<file path="src/rtl/apb_kronus_pkg.sv">
// Shared types and register map for the kronus APB requester, completer and bench.
// Pure declarations: no logic, no latency, no flow control.
package apb_kronus_pkg;

    typedef enum logic [1:0] {
        IDLE   = 2'd0,
        SETUP  = 2'd1,
        ACCESS = 2'd2,
        RESP   = 2'd3
    } apb_req_state_e;

    localparam logic [7:0] CONTROL = 8'h10;
    localparam logic [7:0] STATUS  = 8'h20;

endpackage

</file>
<file path="src/rtl/apb_kronus_timeout.sv">
// Saturating wait-state counter; expired_o flags the increment that reaches TIMEOUT_CYCLES (0 disables).
// Combinational expired_o from the registered count; no backpressure.
module apb_kronus_timeout #(
    parameter int unsigned TIMEOUT_CYCLES = 255
) (
    input  logic clk_i,
    input  logic rst_i,
    input  logic clr_i,
    input  logic inc_i,
    output logic expired_o
);

    localparam int unsigned CW = (TIMEOUT_CYCLES > 0) ? $clog2(TIMEOUT_CYCLES + 1) : 1;
    localparam logic [CW-1:0] LIMIT = CW'(TIMEOUT_CYCLES);

    logic [CW-1:0] cnt_q;
    logic [CW-1:0] cnt_d;

    always_comb begin
        cnt_d = cnt_q;
        if (clr_i) begin
            cnt_d = '0;
        end else if (inc_i && (cnt_q != LIMIT)) begin
            cnt_d = cnt_q + 1'b1;
        end
    end

    assign expired_o = (TIMEOUT_CYCLES != 0) && inc_i && !clr_i && (cnt_d == LIMIT);

    always_ff @(posedge clk_i) begin
        if (rst_i) begin
            cnt_q <= '0;
        end else begin
            cnt_q <= cnt_d;
        end
    end

endmodule

</file>
<file path="src/rtl/apb_kronus_requester.sv">
// APB4 requester: one command -> one APB transfer -> one response; 3 cycles handshake-to-rsp plus wait states.
// One transfer in flight: cmd_ready only in IDLE; response held until rsp_ready, APB idle meanwhile.
module apb_kronus_requester
    import apb_kronus_pkg::*;
#(
    parameter int unsigned ADDR_W         = 8,
    parameter int unsigned DATA_W         = 32,
    parameter int unsigned TIMEOUT_CYCLES = 255
) (
    input  logic                pclk,
    input  logic                preset,
    input  logic                cmd_valid,
    output logic                cmd_ready,
    input  logic [ADDR_W-1:0]   cmd_addr,
    input  logic                cmd_write,
    input  logic [DATA_W-1:0]   cmd_wdata,
    input  logic [DATA_W/8-1:0] cmd_strb,
    output logic                rsp_valid,
    input  logic                rsp_ready,
    output logic [DATA_W-1:0]   rsp_rdata,
    output logic                rsp_err,
    output logic                rsp_timeout,
    output logic                psel,
    output logic                penable,
    output logic                pwrite,
    output logic [ADDR_W-1:0]   paddr,
    output logic [DATA_W-1:0]   pwdata,
    output logic [DATA_W/8-1:0] pstrb,
    input  logic [DATA_W-1:0]   prdata,
    input  logic                pready,
    input  logic                pslverr
);

    localparam int unsigned STRB_W = DATA_W / 8;

    apb_req_state_e state_q, state_d;

    logic [ADDR_W-1:0] paddr_q, paddr_d;
    logic              pwrite_q, pwrite_d;
    logic [DATA_W-1:0] pwdata_q, pwdata_d;
    logic [STRB_W-1:0] pstrb_q, pstrb_d;
    logic [DATA_W-1:0] rsp_rdata_q, rsp_rdata_d;
    logic              rsp_err_q, rsp_err_d;
    logic              rsp_timeout_q, rsp_timeout_d;

    logic cnt_clr;
    logic cnt_inc;
    logic timeout_hit;

    apb_kronus_timeout #(
        .TIMEOUT_CYCLES (TIMEOUT_CYCLES)
    ) u_timeout (
        .clk_i     (pclk),
        .rst_i     (preset),
        .clr_i     (cnt_clr),
        .inc_i     (cnt_inc),
        .expired_o (timeout_hit)
    );

    always_comb begin
        state_d       = state_q;
        paddr_d       = paddr_q;
        pwrite_d      = pwrite_q;
        pwdata_d      = pwdata_q;
        pstrb_d       = pstrb_q;
        rsp_rdata_d   = rsp_rdata_q;
        rsp_err_d     = rsp_err_q;
        rsp_timeout_d = rsp_timeout_q;
        cnt_clr       = 1'b0;
        cnt_inc       = 1'b0;

        unique case (state_q)
            IDLE: begin
                if (cmd_valid) begin
                    paddr_d  = cmd_addr;
                    pwrite_d = cmd_write;
                    // Reads carry no strobes and leave the write-data bus untouched.
                    if (cmd_write) begin
                        pwdata_d = cmd_wdata;
                        pstrb_d  = cmd_strb;
                    end else begin
                        pstrb_d  = '0;
                    end
                    state_d = SETUP;
                end
            end
            SETUP: begin
                state_d = ACCESS;
            end
            ACCESS: begin
                if (pready) begin
                    rsp_rdata_d   = (pwrite_q || pslverr) ? '0 : prdata;
                    rsp_err_d     = pslverr;
                    rsp_timeout_d = 1'b0;
                    state_d       = RESP;
                end else begin
                    cnt_inc = 1'b1;
                    if (timeout_hit) begin
                        rsp_rdata_d   = '0;
                        rsp_err_d     = 1'b1;
                        rsp_timeout_d = 1'b1;
                        state_d       = RESP;
                    end
                end
            end
            RESP: begin
                if (rsp_ready) begin
                    cnt_clr = 1'b1;
                    state_d = IDLE;
                end
            end
            default: begin
                state_d = IDLE;
            end
        endcase
    end

    always_ff @(posedge pclk) begin
        if (preset) begin
            state_q       <= IDLE;
            paddr_q       <= '0;
            pwrite_q      <= 1'b0;
            pwdata_q      <= '0;
            pstrb_q       <= '0;
            rsp_rdata_q   <= '0;
            rsp_err_q     <= 1'b0;
            rsp_timeout_q <= 1'b0;
        end else begin
            state_q       <= state_d;
            paddr_q       <= paddr_d;
            pwrite_q      <= pwrite_d;
            pwdata_q      <= pwdata_d;
            pstrb_q       <= pstrb_d;
            rsp_rdata_q   <= rsp_rdata_d;
            rsp_err_q     <= rsp_err_d;
            rsp_timeout_q <= rsp_timeout_d;
        end
    end

    assign cmd_ready   = (state_q == IDLE) && !preset;
    assign psel        = (state_q == SETUP) || (state_q == ACCESS);
    assign penable     = (state_q == ACCESS);
    assign rsp_valid   = (state_q == RESP);
    assign pwrite      = pwrite_q;
    assign paddr       = paddr_q;
    assign pwdata      = pwdata_q;
    assign pstrb       = pstrb_q;
    assign rsp_rdata   = rsp_rdata_q;
    assign rsp_err     = rsp_err_q;
    assign rsp_timeout = rsp_timeout_q;

endmodule

</file>
<file path="config.mk">
export PLATFORM = sky130hd
export DESIGN_NAME = apb_kronus_requester
export DESIGN_NICKNAME = d
export VERILOG_FILES = /design/src/rtl/apb_kronus_pkg.sv /design/src/rtl/apb_kronus_timeout.sv /design/src/rtl/apb_kronus_requester.sv
export SDC_FILE = /design/constraint.sdc
export NUM_CORES = 1
export LEC_CHECK = 0
export ABC_AREA = 1
export CAP_MARGIN = 20
export CORE_ASPECT_RATIO = 1.75
export CORE_MARGIN = 5
export CORE_UTILIZATION = 38
export CTS_CLUSTER_SIZE = 12
export DETAILED_ROUTE_END_ITERATION = 6
export PLACE_DENSITY = 0.83
export SETUP_SLACK_MARGIN = 0.1
export SYNTH_ARGS = -nofsm -noshare
export SYNTH_HDL_FRONTEND = slang
export SYNTH_SLANG_ARGS = --single-unit
</file>
<file path="constraint.sdc">
create_clock -name pclk -period 2.1 [get_ports pclk]
set_clock_uncertainty 0.15 [all_clocks]
set_input_delay 0.63 -clock pclk [delete_from_list [all_inputs] [get_ports pclk]]
set_output_delay 0.63 -clock pclk [all_outputs]
set_load 0.005 [all_outputs]
</file>
# Yosys cells after proc, flatten, opt, wreduce, memory -nomap -nowiden
# Cells that the tools add are included.
# totals
reg_bits,89
in_bits,83
output_inout_bits,83
elab_cells,50
# classes
addsub,1
eq_ne,8
mux,18
n_reduce_logical,14
# op_table
operator,count
32-bit 2-to-1 mux,3
8-bit 2-to-1 mux,2
"8-bit by 1-bit adder with 8-bit output, second input constant",1
"8-bit == test, second input constant",1
2-bit 2-to-1 mux,4
"8-bit != test, second input constant",1
2-bit one-hot mux with 4 select lines,1
1-bit 2-to-1 mux,7
3-bit AND reduction,2
"2-bit == test, second input constant",2
1-bit logical AND,4
4-bit 2-to-1 mux,1
2-bit AND reduction,2
"3-bit by 1-bit != test with 1-bit output, second input constant",1
"2-bit by 1-bit == test with 1-bit output, second input constant",1
1-bit logical NOT,2
2-bit logical NOT,1
1-bit logical OR,2
"2-bit by 1-bit != test with 1-bit output, second input constant",1
"2-bit != test, second input constant",1
2-bit nonzero test,1

# Longest topological paths before layout
# Gate-level depths: netlist of run 1.
# depth
ltp_word,10
depth_mapped,14
ltp_nobuf,14

# Modules after synthesis
# A second synthesis of run 1 with hierarchy kept.
# unflattened
cells_unflattened,464
area_unflattened_um2,3507.1
# modules_own_cells
mod,n_inst,cells_each,area_per_inst_um2,seq_area_each_um2
apb_kronus_requester,1,381,2990.4,1621.6
apb_kronus_timeout,1,83,516.7,160.2

# Least setup slack after synthesis of run 1
# OpenSTA, ideal clock, no wires.
# synth_timing
path_kind,in2reg
start,input pready
end,register rsp_rdata_q[0] (netlist: rsp_rdata[0])
setup_ps,131
arrival_ps,1946
required_ps,1819
slack_ps,-127
cell_stages,13
n_path_buf,1
path_cell_list,inv_1 -> nand2_1 -> nor2_2 -> nand3_1 -> nand2_1 -> inv_2 -> nor2_1 -> nand3_2 -> o21bai_4 -> nand2_2 -> buf_2 -> nand2_1 -> a21oi_2
# synth_via
elab_chain_cells,9
elab_cells_between_ends,11
cone_classes,eq/ne (1); mux (5); reduce/logical (5)
# synth_lines
element,line_no,text
start: declaration,apb_kronus_requester.sv:30,"input logic pready,"
1-bit 2-to-1 mux,apb_kronus_requester.sv:91,if (pready) begin
1-bit 2-to-1 mux,apb_kronus_requester.sv:72,unique case (state_q)
1-bit logical AND,apb_kronus_timeout.sv:23,end else if (inc_i && (cnt_q != LIMIT)) begin
8-bit 2-to-1 mux,apb_kronus_timeout.sv:23,
8-bit 2-to-1 mux,apb_kronus_timeout.sv:21,if (clr_i) begin
8-bit == test,apb_kronus_timeout.sv:28,assign expired_o = (TIMEOUT_CYCLES != 0) && inc_i && !clr_i && (cnt_d == LIMIT);
1-bit logical AND,apb_kronus_timeout.sv:28,
2-bit nonzero test (no source line),-,
2-bit AND reduction (no source line),-,
end signal: assignment,apb_kronus_requester.sv:134,rsp_rdata_q <= rsp_rdata_d;
end: declaration,apb_kronus_requester.sv:42,"logic [DATA_W-1:0] rsp_rdata_q, rsp_rdata_d;"
# Parallel ways exist; a longest one is shown, timed or not.
# A chain may end at the register's enable or synchronous reset.

# Worst setup path after layout of run 1
# layout_timing
start,register state_q[0]
end,register rsp_rdata_q[26] (netlist: rsp_rdata[26])
# layout_via
elab_chain_cells,9
elab_cells_between_ends,13
cone_classes,eq/ne (3); mux (4); reduce/logical (6)
# layout_lines
element,line_no,text
start: declaration,apb_kronus_requester.sv:36,"apb_req_state_e state_q, state_d;"
start signal: assignment,apb_kronus_requester.sv:129,state_q <= state_d;
2-bit == test,apb_kronus_requester.sv:72,
1-bit 2-to-1 mux,apb_kronus_requester.sv:72,
1-bit logical AND,apb_kronus_timeout.sv:23,
8-bit 2-to-1 mux,apb_kronus_timeout.sv:23,
8-bit 2-to-1 mux,apb_kronus_timeout.sv:21,
8-bit == test,apb_kronus_timeout.sv:28,
1-bit logical AND,apb_kronus_timeout.sv:28,
2-bit nonzero test (no source line),-,
2-bit AND reduction (no source line) *,-,
# Every way passes the cells marked *; elsewhere a longest branch is shown, timed or not.

==> flow_metrics.env, run 1 <==
export IMPL_crit_end="rsp_rdata[26]"
export IMPL_antenna_cells=0
export IMPL_worst_pin_slew_ns=0.7656
export IMPL_crit_slowest_cell="dfxtp_2"
export IMPL_worst_ir_drop_vdd_mv=0.5947
export IMPL_grt_pass1_vias=4657
export IMPL_synth_edff_count=0
export IMPL_finalHoldViolCount=0
export IMPL_crit_top_cell="nand3_1"
export IMPL_netSwitchingFraction_pct=30.89
export IMPL_clk_latency_ns=0.33
export IMPL_dp_slack_ns=-0.8216
export IMPL_antenna_left=0
export IMPL_finalMaxSlewViolations=0
export IMPL_fin_cells=883
export IMPL_route_detailed_drc=0
export IMPL_yosysTopAreaCell="dfxtp_1"
export IMPL_worstSetupStartpoint="state_q[0]"
export IMPL_syn_area_per_cell_um2=7.071
export IMPL_nets=840
export IMPL_setup_tns_ns=-7.589
export IMPL_grt_max_degree=66
export IMPL_overflow=0
export IMPL_cts_clk_slew_worst_paths_ns=0.06
export IMPL_p_switching_mw=1.794
export IMPL_syn_area_um2=3755
export IMPL_worst_path_buf_inv=4
export IMPL_antenna_found_initial=0
export IMPL_core_area_um2=9789
export IMPL_synthMostInstantiatedCell="nand2_1"
export IMPL_cts_tree="done"
export IMPL_hold_path_depth=2
export IMPL_status="finished with violations"
export IMPL_synth_seq_cells=89
export IMPL_reg2reg_depth=14
export IMPL_fin_crit_ns=2.393
export IMPL_rr_endpoint="rsp_rdata[26]"
export IMPL_via_per_inst=5.156
export IMPL_grt_use_met3_pct=4.242
export IMPL_post_route_util_pct=70.31
export IMPL_grt_use_met2_pct=43.81
export IMPL_die_w_um=85.14
export IMPL_cts_buffers_inserted=9
export IMPL_yosys_warnings=0
export IMPL_die_height_um=141.5
export IMPL_worstPathRequired_ns=2.20
export IMPL_firstDrtPassIters=5
export IMPL_grt_busiest_layer="met2"
export IMPL_totalPowerFinal_mw=5.806
export IMPL_critical_path_endpoint_type="register"
export IMPL_maxSlewHeadroom_pct=48.96
export IMPL_synth_async_reset_ratio_pct=0
export IMPL_dp_cells=843
export IMPL_synth_area_leaders="dfxtp_1 47%, nand2_1 16%, a21oi_1 9.2%"
export IMPL_path_class="reg -> reg"
export IMPL_drive_gt1_share_pct=24.14
export IMPL_wirelength_mm=14.64
export IMPL_power_frac_seq_pct=35.1
export IMPL_power_frac_clock_pct=28.2
export IMPL_drtIter0Drc=235
export IMPL_io_pins=166
export IMPL_synth_top_cell_area_share_pct=47.45
export IMPL_clockBufferDepth=2
export IMPL_ctsHtreeMaxLevel=3
export IMPL_rsz0062_at_grt="yes"
export IMPL_syn_instance_count=531
export IMPL_worstPathCellList="inv_2 -> ha_4 -> inv_4 -> nor2_4 -> nand2_1 -> o21bai_1 -> nand3_1 -> nor2_1 -> nand2_2 -> o21bai_4 -> buf_6 -> clkbuf_16 -> nand3_1 -> a21oi_1"
export IMPL_p_per_area_nw_per_um2=843.5
export IMPL_crit_path_max_incr_delay_ns=0.32
export IMPL_place_hpwl_mm=9.641
export IMPL_cts_sinks=89
export IMPL_vias=4553
export IMPL_grtUsageMet1_pct=22.76
export IMPL_synth_ff_type="dfxtp_1"
export IMPL_cp_depth=14
export IMPL_max_cap_violations=0
export IMPL_p_comb_share_pct=36.7
export IMPL_rrSetupSlack_ns=-0.29
export IMPL_wl_per_cell_um=16.58
export IMPL_synth_nets=618
export IMPL_worstPathArrival_ns=2.50
export IMPL_gp_congestion=0.8844
export IMPL_crit_fanout=6
export IMPL_setup_violations_final=36
export IMPL_numPortBuffers=165
export IMPL_setup_ws_ns=-0.2928
export IMPL_grt_usage_pct=22.77
export IMPL_root_buffer="clkbuf_16"
export IMPL_critPathLaunchType="register"
export IMPL_power_internal_mw=4.012
export IMPL_hp_class="reg -> reg"
export IMPL_post_route_period_util_pct=113.9
export IMPL_area_growth_synth_to_final_pct=83.31
export IMPL_path_delay_family="simple AND/OR/NAND/NOR gates"
export IMPL_synth_cell_type_count=29
export IMPL_dieArea_um2=12050
export IMPL_initial_core_util_pct=38.36
export IMPL_synth_commonest_cells="159 x nand2_1, 89 x dfxtp_1, 77 x nor2_1"
export IMPL_violations="negative setup slack"
export IMPL_reg2reg_from="state_q[0]"
export IMPL_num_rows=48
export IMPL_grt_pass1_wl_mm=22.02
export IMPL_synth_seq_area_share_pct=47.45
export IMPL_max_freq_mhz=417.9
export IMPL_p_leak_nw=3.240
state kept, by name, summed over array words and instances (netlist names):
name             flops
rsp_rdata           32
rsp_timeout          1
u_timeout.cnt_q      8
rsp_err              1
state_q              2
pwdata              32
pstrb                4
paddr                8
pwrite               1
tightest hold or removal path, stage by stage, from the launching register on:
cell     delay, ns
dfxtp_2       0.32
nand2_2       0.06
a21oi_2       0.04
cells in the final DEF, fill, tap and decap left out, drive strengths merged:
master and n:
nand2 164, clkdlybuf4s50 124, dfxtp 89, nor2 80
buf 77, a21oi 71, nand3 47, dlymetal6s2s 34
inv 21, clkbuf 17, o21ai 12, ha 4
nand4 3, clkinv 3, nor3 2, o21bai 2
nand3b 1, or2 1, xor2 1, o22ai 1
clkinvlp 1, bufinv 1, clkdlybuf4s15 1, dlygate4sd2 1
per-layer routing:
layer / share of wire [%] / up-vias
li1: - / 2150
met1: 34 / 2144
met2: 56 / 207
met3: 5.1 / 52
met4: 4.6 / 0
met5: 0 / -
stage by stage:
step / hold slack [ns] / cell area, µm²
after global placement: 0.2900 / 5893
after floorplan: 0.2942 / 3794
after CTS: 0.3163 / 6541
after detailed placement: 0.3045 / 5893
after global routing: 0.3343 / 6883
final: 0.3102 / 6883
power groups by stage:
stage          Sequential, mW  Combinational (mW)  Clock, mW
3_5_place_dp             2.06                1.78          0
5_1_grt                  2.06                2.28       1.73
6_report                 2.04                2.13       1.64
4_1_cts                  2.03                1.97       1.66
2_1_floorplan            2.07               0.760          0
3_3_place_gp             2.05                1.72          0
final cells by class:
cell class,count,area (µm²)
inverter,22,85.08
timing repair buffer,242,2514
multi-input combinational,389,2013
sequential,89,1807
fill,708,2907
tap,125,156.4
clock inverter,4,51.30
clock buffer,12,256.5
kinds of logic after synthesis:
| logic type | Yosys count | synth area share, % |
|---|---|---|
| and+or+nand+nor | 297 | 32.69 |
| AOI/OAI and AO/OA | 86 | 12.13 |
| buffers and inverters | 54 | 6.165 |
| xor gates and xnor gates | 1 | 0.2333 |
| adders and majority gates | 4 | 1.333 |
| DFF | 89 | 47.45 |
how the worst min path moves through the flow:
stage | endpoint | from
after floorplan | rsp_err | rsp_err
after global placement | rsp_err | rsp_err
after detailed placement | rsp_rdata[7] | rsp_rdata[7]
after CTS | pwdata[29] | pwdata[29]
after global routing | rsp_rdata[6] | rsp_rdata[6]
final | rsp_rdata[6] | rsp_rdata[6]
what timing repair did:
action                                  CTS  global route
pin swaps                                14            17
resized for setup                        60            89
cloned                                    4             4
hold buffers                              0             0
endpoints found under the setup margin   43           103
setup buffers                            17             4
Note: power is estimated with default switching activity, not from simulation.
==> run 2, diff against run 1 <==
--- a/config.mk
+++ b/config.mk
@@ -14,6 +14,7 @@
 export DETAILED_ROUTE_END_ITERATION = 6
 export PLACE_DENSITY = 0.83
 export SETUP_SLACK_MARGIN = 0.1
+export SLEW_MARGIN = 20
 export SYNTH_ARGS = -nofsm -noshare
 export SYNTH_HDL_FRONTEND = slang
 export SYNTH_SLANG_ARGS = --single-unit
==> results of run 2 <==
No change in the layout: final DEF, timing and power equal those of run 1.
==> run 3, diff against run 2 <==
--- a/config.mk
+++ b/config.mk
@@ -6,7 +6,7 @@
 export NUM_CORES = 1
 export LEC_CHECK = 0
 export ABC_AREA = 1
-export CAP_MARGIN = 20
+export CAP_MARGIN = 30
 export CORE_ASPECT_RATIO = 1.75
 export CORE_MARGIN = 5
 export CORE_UTILIZATION = 38
==> results of run 3 <==
No change in the layout: final DEF, timing and power equal those of run 1.
